--- config.mk ---
export PLATFORM = sky130hd
export DESIGN_NAME = mux2_arbiter
export DESIGN_NICKNAME = d
export VERILOG_FILES = /design/src/rtl/mux2_arbiter.sv
export SDC_FILE = /design/constraint.sdc
export NUM_CORES = 1
export LEC_CHECK = 0
export ABC_AREA = 1
export BUFFER_PORTS_ARGS = -buffer_cell sky130_fd_sc_hd__buf_2
export CAP_MARGIN = 20
export CORE_MARGIN = 8
export CORE_UTILIZATION = 40
export DETAILED_ROUTE_END_ITERATION = 8
export GPL_TIMING_DRIVEN = 0
export PLACE_DENSITY = 0.87
export SLEW_MARGIN = 20
export SYNTH_ARGS = -nofsm -noshare
export SYNTH_HDL_FRONTEND = slang
export SYNTH_SLANG_ARGS = --single-unit
--- constraint.sdc ---
create_clock -name clk -period 1.55 [get_ports clk]
set_input_delay 0.0775 -clock clk [delete_from_list [all_inputs] [get_ports clk]]
set_output_delay 0.0775 -clock clk [all_outputs]
set_load 0.02 [all_outputs]
--- src/rtl/mux2_arbiter.sv ---
// Two-requester arbiter driving the select of a shared 2:1 word mux, feeding a
// single-entry registered output buffer. Define MUX2_ARB_FIXED_PRIO_EN for fixed A-first priority.
module mux2_arbiter #(
  parameter int WIDTH = 32
) (
  input  logic             clk,
  input  logic             rst,
  input  logic             a_req,
  input  logic [WIDTH-1:0] a_data,
  output logic             a_gnt,
  input  logic             b_req,
  input  logic [WIDTH-1:0] b_data,
  output logic             b_gnt,
  output logic             mux_sel,
  output logic             y_valid,
  output logic [WIDTH-1:0] y_data,
  output logic             y_src,
  input  logic             y_ready
);

  typedef enum logic {EMPTY = 1'b0, FULL = 1'b1} buf_state_t;

  buf_state_t       state, state_next;
  logic             last;
  logic             winner;
  logic             acc;
  logic             gnt;
  logic [WIDTH-1:0] mux_out;

  assign y_valid = (state == FULL);
  assign acc     = (state == EMPTY) || y_ready;

  always_comb begin
    winner = last;
    if (a_req && !b_req)
      winner = 1'b0;
    else if (b_req && !a_req)
      winner = 1'b1;
    else if (a_req && b_req) begin
`ifdef MUX2_ARB_FIXED_PRIO_EN
      winner = 1'b0;
`else
      winner = ~last;
`endif
    end
  end

  assign mux_sel = winner;
  assign mux_out = mux_sel ? b_data : a_data;

  // Grants are masked during reset so nothing is offered while state is being cleared.
  assign a_gnt = !rst && acc && a_req && (winner == 1'b0);
  assign b_gnt = !rst && acc && b_req && (winner == 1'b1);
  assign gnt   = a_gnt || b_gnt;

  always_comb begin
    state_next = state;
    if (gnt)
      state_next = FULL;
    else if (state == FULL && y_ready)
      state_next = EMPTY;
  end

  always_ff @(posedge clk or posedge rst) begin
    if (rst) begin
      state  <= EMPTY;
      last   <= 1'b1;
      y_data <= '0;
      y_src  <= 1'b0;
    end else begin
      state <= state_next;
      if (gnt) begin
        y_data <= mux_out;
        y_src  <= winner;
        last   <= winner;
      end
    end
  end

endmodule

## Word level (Yosys, flattened, before mapping)

Cells that the tools add are included.

| storage, ports and cells | value |
|---|---|
| register bits | 35 |
| output and inout bits | 37 |

| operators by class | value |
|---|---|
| reductions and logical operators | 15 |
| mux-type cells | 6 |
| bitwise logic cells | 3 |

Operators with widths:

| kind | number |
|---|---|
| $mux W32 | 1 |
| $logic_and A1 B1 Y1 | 9 |
| $mux W1 | 5 |
| $logic_not A1 Y1 | 3 |
| $not A1 Y1 | 3 |
| $logic_or A1 B1 Y1 | 2 |
| $reduce_bool A2 Y1 | 1 |

## Logic depth before layout (Yosys ltp)

| depth | value |
|---|---|
| depth after elaboration | 8 |
| depth in mapped cells | 7 |

## Worst setup path before layout

Ideal clock, no wire load.

| timing | value |
|---|---|
| kind | input port to output port |
| start | in rst |
| end | out a_gnt |
| path buffers | 1 |
| setup slack | -0.292 ns |
| arrival | 1.765 ns |
| data required time | 1.472 ns |
| stages | 4 |
| cells stage by stage | inv_1 -> nand3_2 -> buf_2 -> nor2_1 |

| on the way | value |
|---|---|
| cells in the longest elaborated chain, start to end | 4 |

RTL lines:

| item | line | text |
|---|---|---|
| start: declaration | 7 | `input logic rst,` |
| $logic_not A1 Y1 (no line) | n/a |  |
| $logic_and A1 B1 Y1 (3 in a row) | 52 | `assign a_gnt = !rst && acc && a_req && (winner == 1'b0);` |
| end: declaration | 10 | `output logic a_gnt,` |

Every way passes these cells.

## Final worst setup path

| timing | value |
|---|---|
| start | reg last |
| end | out b_gnt |

| on the way | value |
|---|---|
| cells in the longest elaborated chain, start to end | 5 |

RTL lines:

| item | line | text |
|---|---|---|
| start: declaration | 24 | `logic last;` |
| start signal: assignment | 75 | `last <= winner;` |
| $not A1 Y1 | 43 | `winner = ~last;` |
| $mux W1 * | 39 | `else if (a_req && b_req) begin` |
| $mux W1 * | 37 | `else if (b_req && !a_req)` |
| $mux W1 * | 35 | `if (a_req && !b_req)` |
| $logic_and A1 B1 Y1 * | 53 | `assign b_gnt = !rst && acc && b_req && (winner == 1'b1);` |
| end: declaration | 13 | `output logic b_gnt,` |

Every way passes the cells marked *; elsewhere a longest branch is shown, timed or not.

==> impl_metrics.csv <==
group,metric,value,unit
timing,slew_viol_final,0,
worst_setup_path,cp.depth,6,
route,vias_per_cell,4.95,
logic_synthesis,post_synth_num_cell_types,13,
clocking,clk_latency,290,ps
logic_synthesis,synth_top_family_by_area,"simple AND/OR/NAND/NOR gates",
worst_setup_path,arrival,1430,ps
logic_synthesis,synth_compound_area_share,0,%
logic_synthesis,synthMuxAreaShare,0,%
cells_and_area,area_delta_synth_final,41.4,%
logic_synthesis,syn-num-nets,339,
floorplan,initial_core_util,41.2,%
timing,worstMarginPinSlew,930,ps
worst_setup_path,critPathLaunch,"last",
global_route,grt-ovfl-total,0,
global_route,grtUsageTotal,18.2,%
global_route,grt_pass1_wl,10.7,mm
cells_and_area,final_cells,458,
logic_synthesis,postSynthCellCount,270,
floorplan,io_pins,106,
placement,dp_cells,442,
timing,setup_viol,0,
logic_synthesis,yosysSeqAreaShare,45.1,%
worst_setup_path,critical_path_class,"flip-flop to output pin",
logic_synthesis,ys_seq_elements,35,
worst_setup_path,r2r-end,"y_data[7]",
timing,fin_ws,40.6,ps
logic_synthesis,synthAdderAreaFrac,0,%
worst_hold_path,hp-class,"input pin to async pin",
route,routedWlPerCell,14.4,um
worst_setup_path,reg2regPathDepth,8,
placement,gp_congestion,0.792,
cells_and_area,mostFrequentLayoutCell,"buf_2",
logic_synthesis,synth_area_per_cell,7.21,um^2
outcome,violations,"negative hold slack",
outcome,outcome,"complete, but fails checks",
power_and_ir_drop,p_per_area,1190,nW/um^2
flow_run,maxCapViolCount,0,
worst_setup_path,worst_setup_path_start_kind,"flip-flop",
timing,slew_headroom,37.7,%
cells_and_area,mostFrequentLayoutCells,"buf_2, nand2_1, nand3_1",
worst_setup_path,end_kind,"output pin",
cells_and_area,antenna_cells,0,
worst_setup_path,rrSetupSlack,150,ps
global_route,antenna_found_initial,0,
worst_setup_path,crit_family,"flip-flops",
worst_setup_path,timing.rr.start,"last",
route,firstDrtPassIters,4,
global_route,grt_pass1_vias,2259,
floorplan,die_x,85.7,um
clocking,cts_buffer_depth,2,
floorplan,dieArea,7350,um^2
worst_setup_path,cpMostUsedCell,"inv_1",
floorplan,die_h,85.7,um
placement,port_buffers,105,
clocking,cts-root-buf,"clkbuf_8",
power_and_ir_drop,total_power,3280,uW
floorplan,rows,25,
timing,whs,-16.3,ps
global_route,grt_max_degree,20,
worst_setup_path,crit_chain,"inv_1 -> nand2_4 -> nand2_2 -> nand4_1 -> inv_1 -> buf_4",
worst_setup_path,cp_data_required_time,1470,ps
timing,finalHoldViolations,18,
logic_synthesis,synth-simple-area-share,47.5,%
timing,max_freq,0.663,GHz
worst_setup_path,worst_path_largest_cell_delay,560,ps
cells_and_area,finalNetCount,459,
worst_setup_path,cp_max_fo,4,
logic_synthesis,yosys_warnings,0,
timing,rsz0062_at_grt,"true",
route,route.antenna.remaining_nets,0,
logic_synthesis,syn_area,1950,um^2
placement,dp_hpwl,4.70,mm
placement,dp_slack,-554,ps
floorplan,core_area,4720,um^2
clocking,clock_sinks,35,
clocking,cts_tree,"built",
worst_setup_path,path_buf_inv,3,
clocking,cts_inserted_buffers,5,
worst_setup_path,slowest_stage,"dfstp_2",
power_and_ir_drop,leakage,0.00164,uW
timing,skew,8.47,ps
route,drt_wl_total,6.59,mm
route,vias,2265,
logic_synthesis,synth-xor-area-share,0,%
route,drtIter0Drc,127,
timing,period_needed,1510,ps
power_and_ir_drop,vdd_ir_drop_max,0.000643,V
timing,fin_crit_sh,97.4,%
route,drc,0,
cells_and_area,drive_gt1_share,38.1,%
cells_and_area,num-fill-cells,443,
clocking,path_clk_slew,70,ps
clocking,htree_levels,2,
-- cells in the mapped netlist --
master	n	share of area [%]
nand2_2	2	0.64
dfrtp_1	34	44
nand2_1	103	20
inv_2	1	0.19
buf_2	16	4.1
nand3_1	99	25
inv_1	5	0.96
nand4_1	1	0.32
clkbuf_1	2	0.39
buf_6	3	1.7
nor2_1	1	0.19
nand3_2	2	1.0
dfstp_2	1	1.4
-- state kept, by name, indices dropped and copies added, names as in the netlist --
| register | flops |
|---|---|
| y_data | 32 |
| last | 1 |
| y_src | 1 |
| y_valid | 1 |
-- worst max-delay path by stage --
stage / end / slack [ps]
2_1_floorplan: y_data[0] / 90
6_report: b_gnt / 40
3_5_place_dp: y_data[0] / -550
4_1_cts: b_gnt / 20
3_3_place_gp: y_data[0] / -470
5_1_grt: b_gnt / -50
-- routing by layer --
metal	global-route usage, %	part of all wire [%]
met5	0	0
met2	30.0	49
met3	6.21	6.8
met1	22.4	44
met4	3.82	0.27
-- cell families (layout without fill, tap and decap cells) --
kind of cell | after synthesis | in the layout
and+or+nand+nor | 208 | 208
DFF | 35 | 35
buffers and inverters | 27 | 148
-- stage by stage --
| stage | utilization (%) | area, um^2 | setup TNS (ps) |
|---|---|---|---|
| CTS | 57.2 | 2700 | 0 |
| floorplan | - | 1950 | 0 |
| finish | 58.2 | 2750 | 0 |
| global placement | 54.2 | 2560 | -15210 |
| detailed placement | 54.2 | 2560 | -17300 |
| global route | 58.2 | 2750 | -51.8 |
-- report_power, final --
part	leakage [uW]	internal, uW	switching, uW
clock	0.0000505	404	333
combinational	0.00116	480	817
sequential	0.000431	1130	116
total	0.00164	2010	1270
-- layout make-up --
cell class | instances | area, um^2 | share of cell area, %
multi-input cells | 208 | 945 | 34.3
well taps | 67 | 83.8 | 3.05
repair inverters | 1 | 5.00 | 0.182
plain buffers | 21 | 126 | 4.60
inverters | 6 | 26.3 | 0.955
flip-flops and latches | 35 | 877 | 31.9
clock buffers | 7 | 96.3 | 3.50
clock inverters | 1 | 7.51 | 0.273
repair buffers | 112 | 583 | 21.2
-- what timing repair did --
| action | 4_1_cts | 5_1_grt |
|---|---|---|
| gates resized for setup | 6 | 2 |
| cloned | 1 | 0 |
| hold buffers | 1 | 0 |
| setup buffers | 0 | 6 |
| setup endpoints to repair | 37 | 3 |
| pin swaps | 0 | 3 |
| endpoints found under the hold margin | 16 | 0 |
Note: power is estimated with default switching activity, not from simulation.
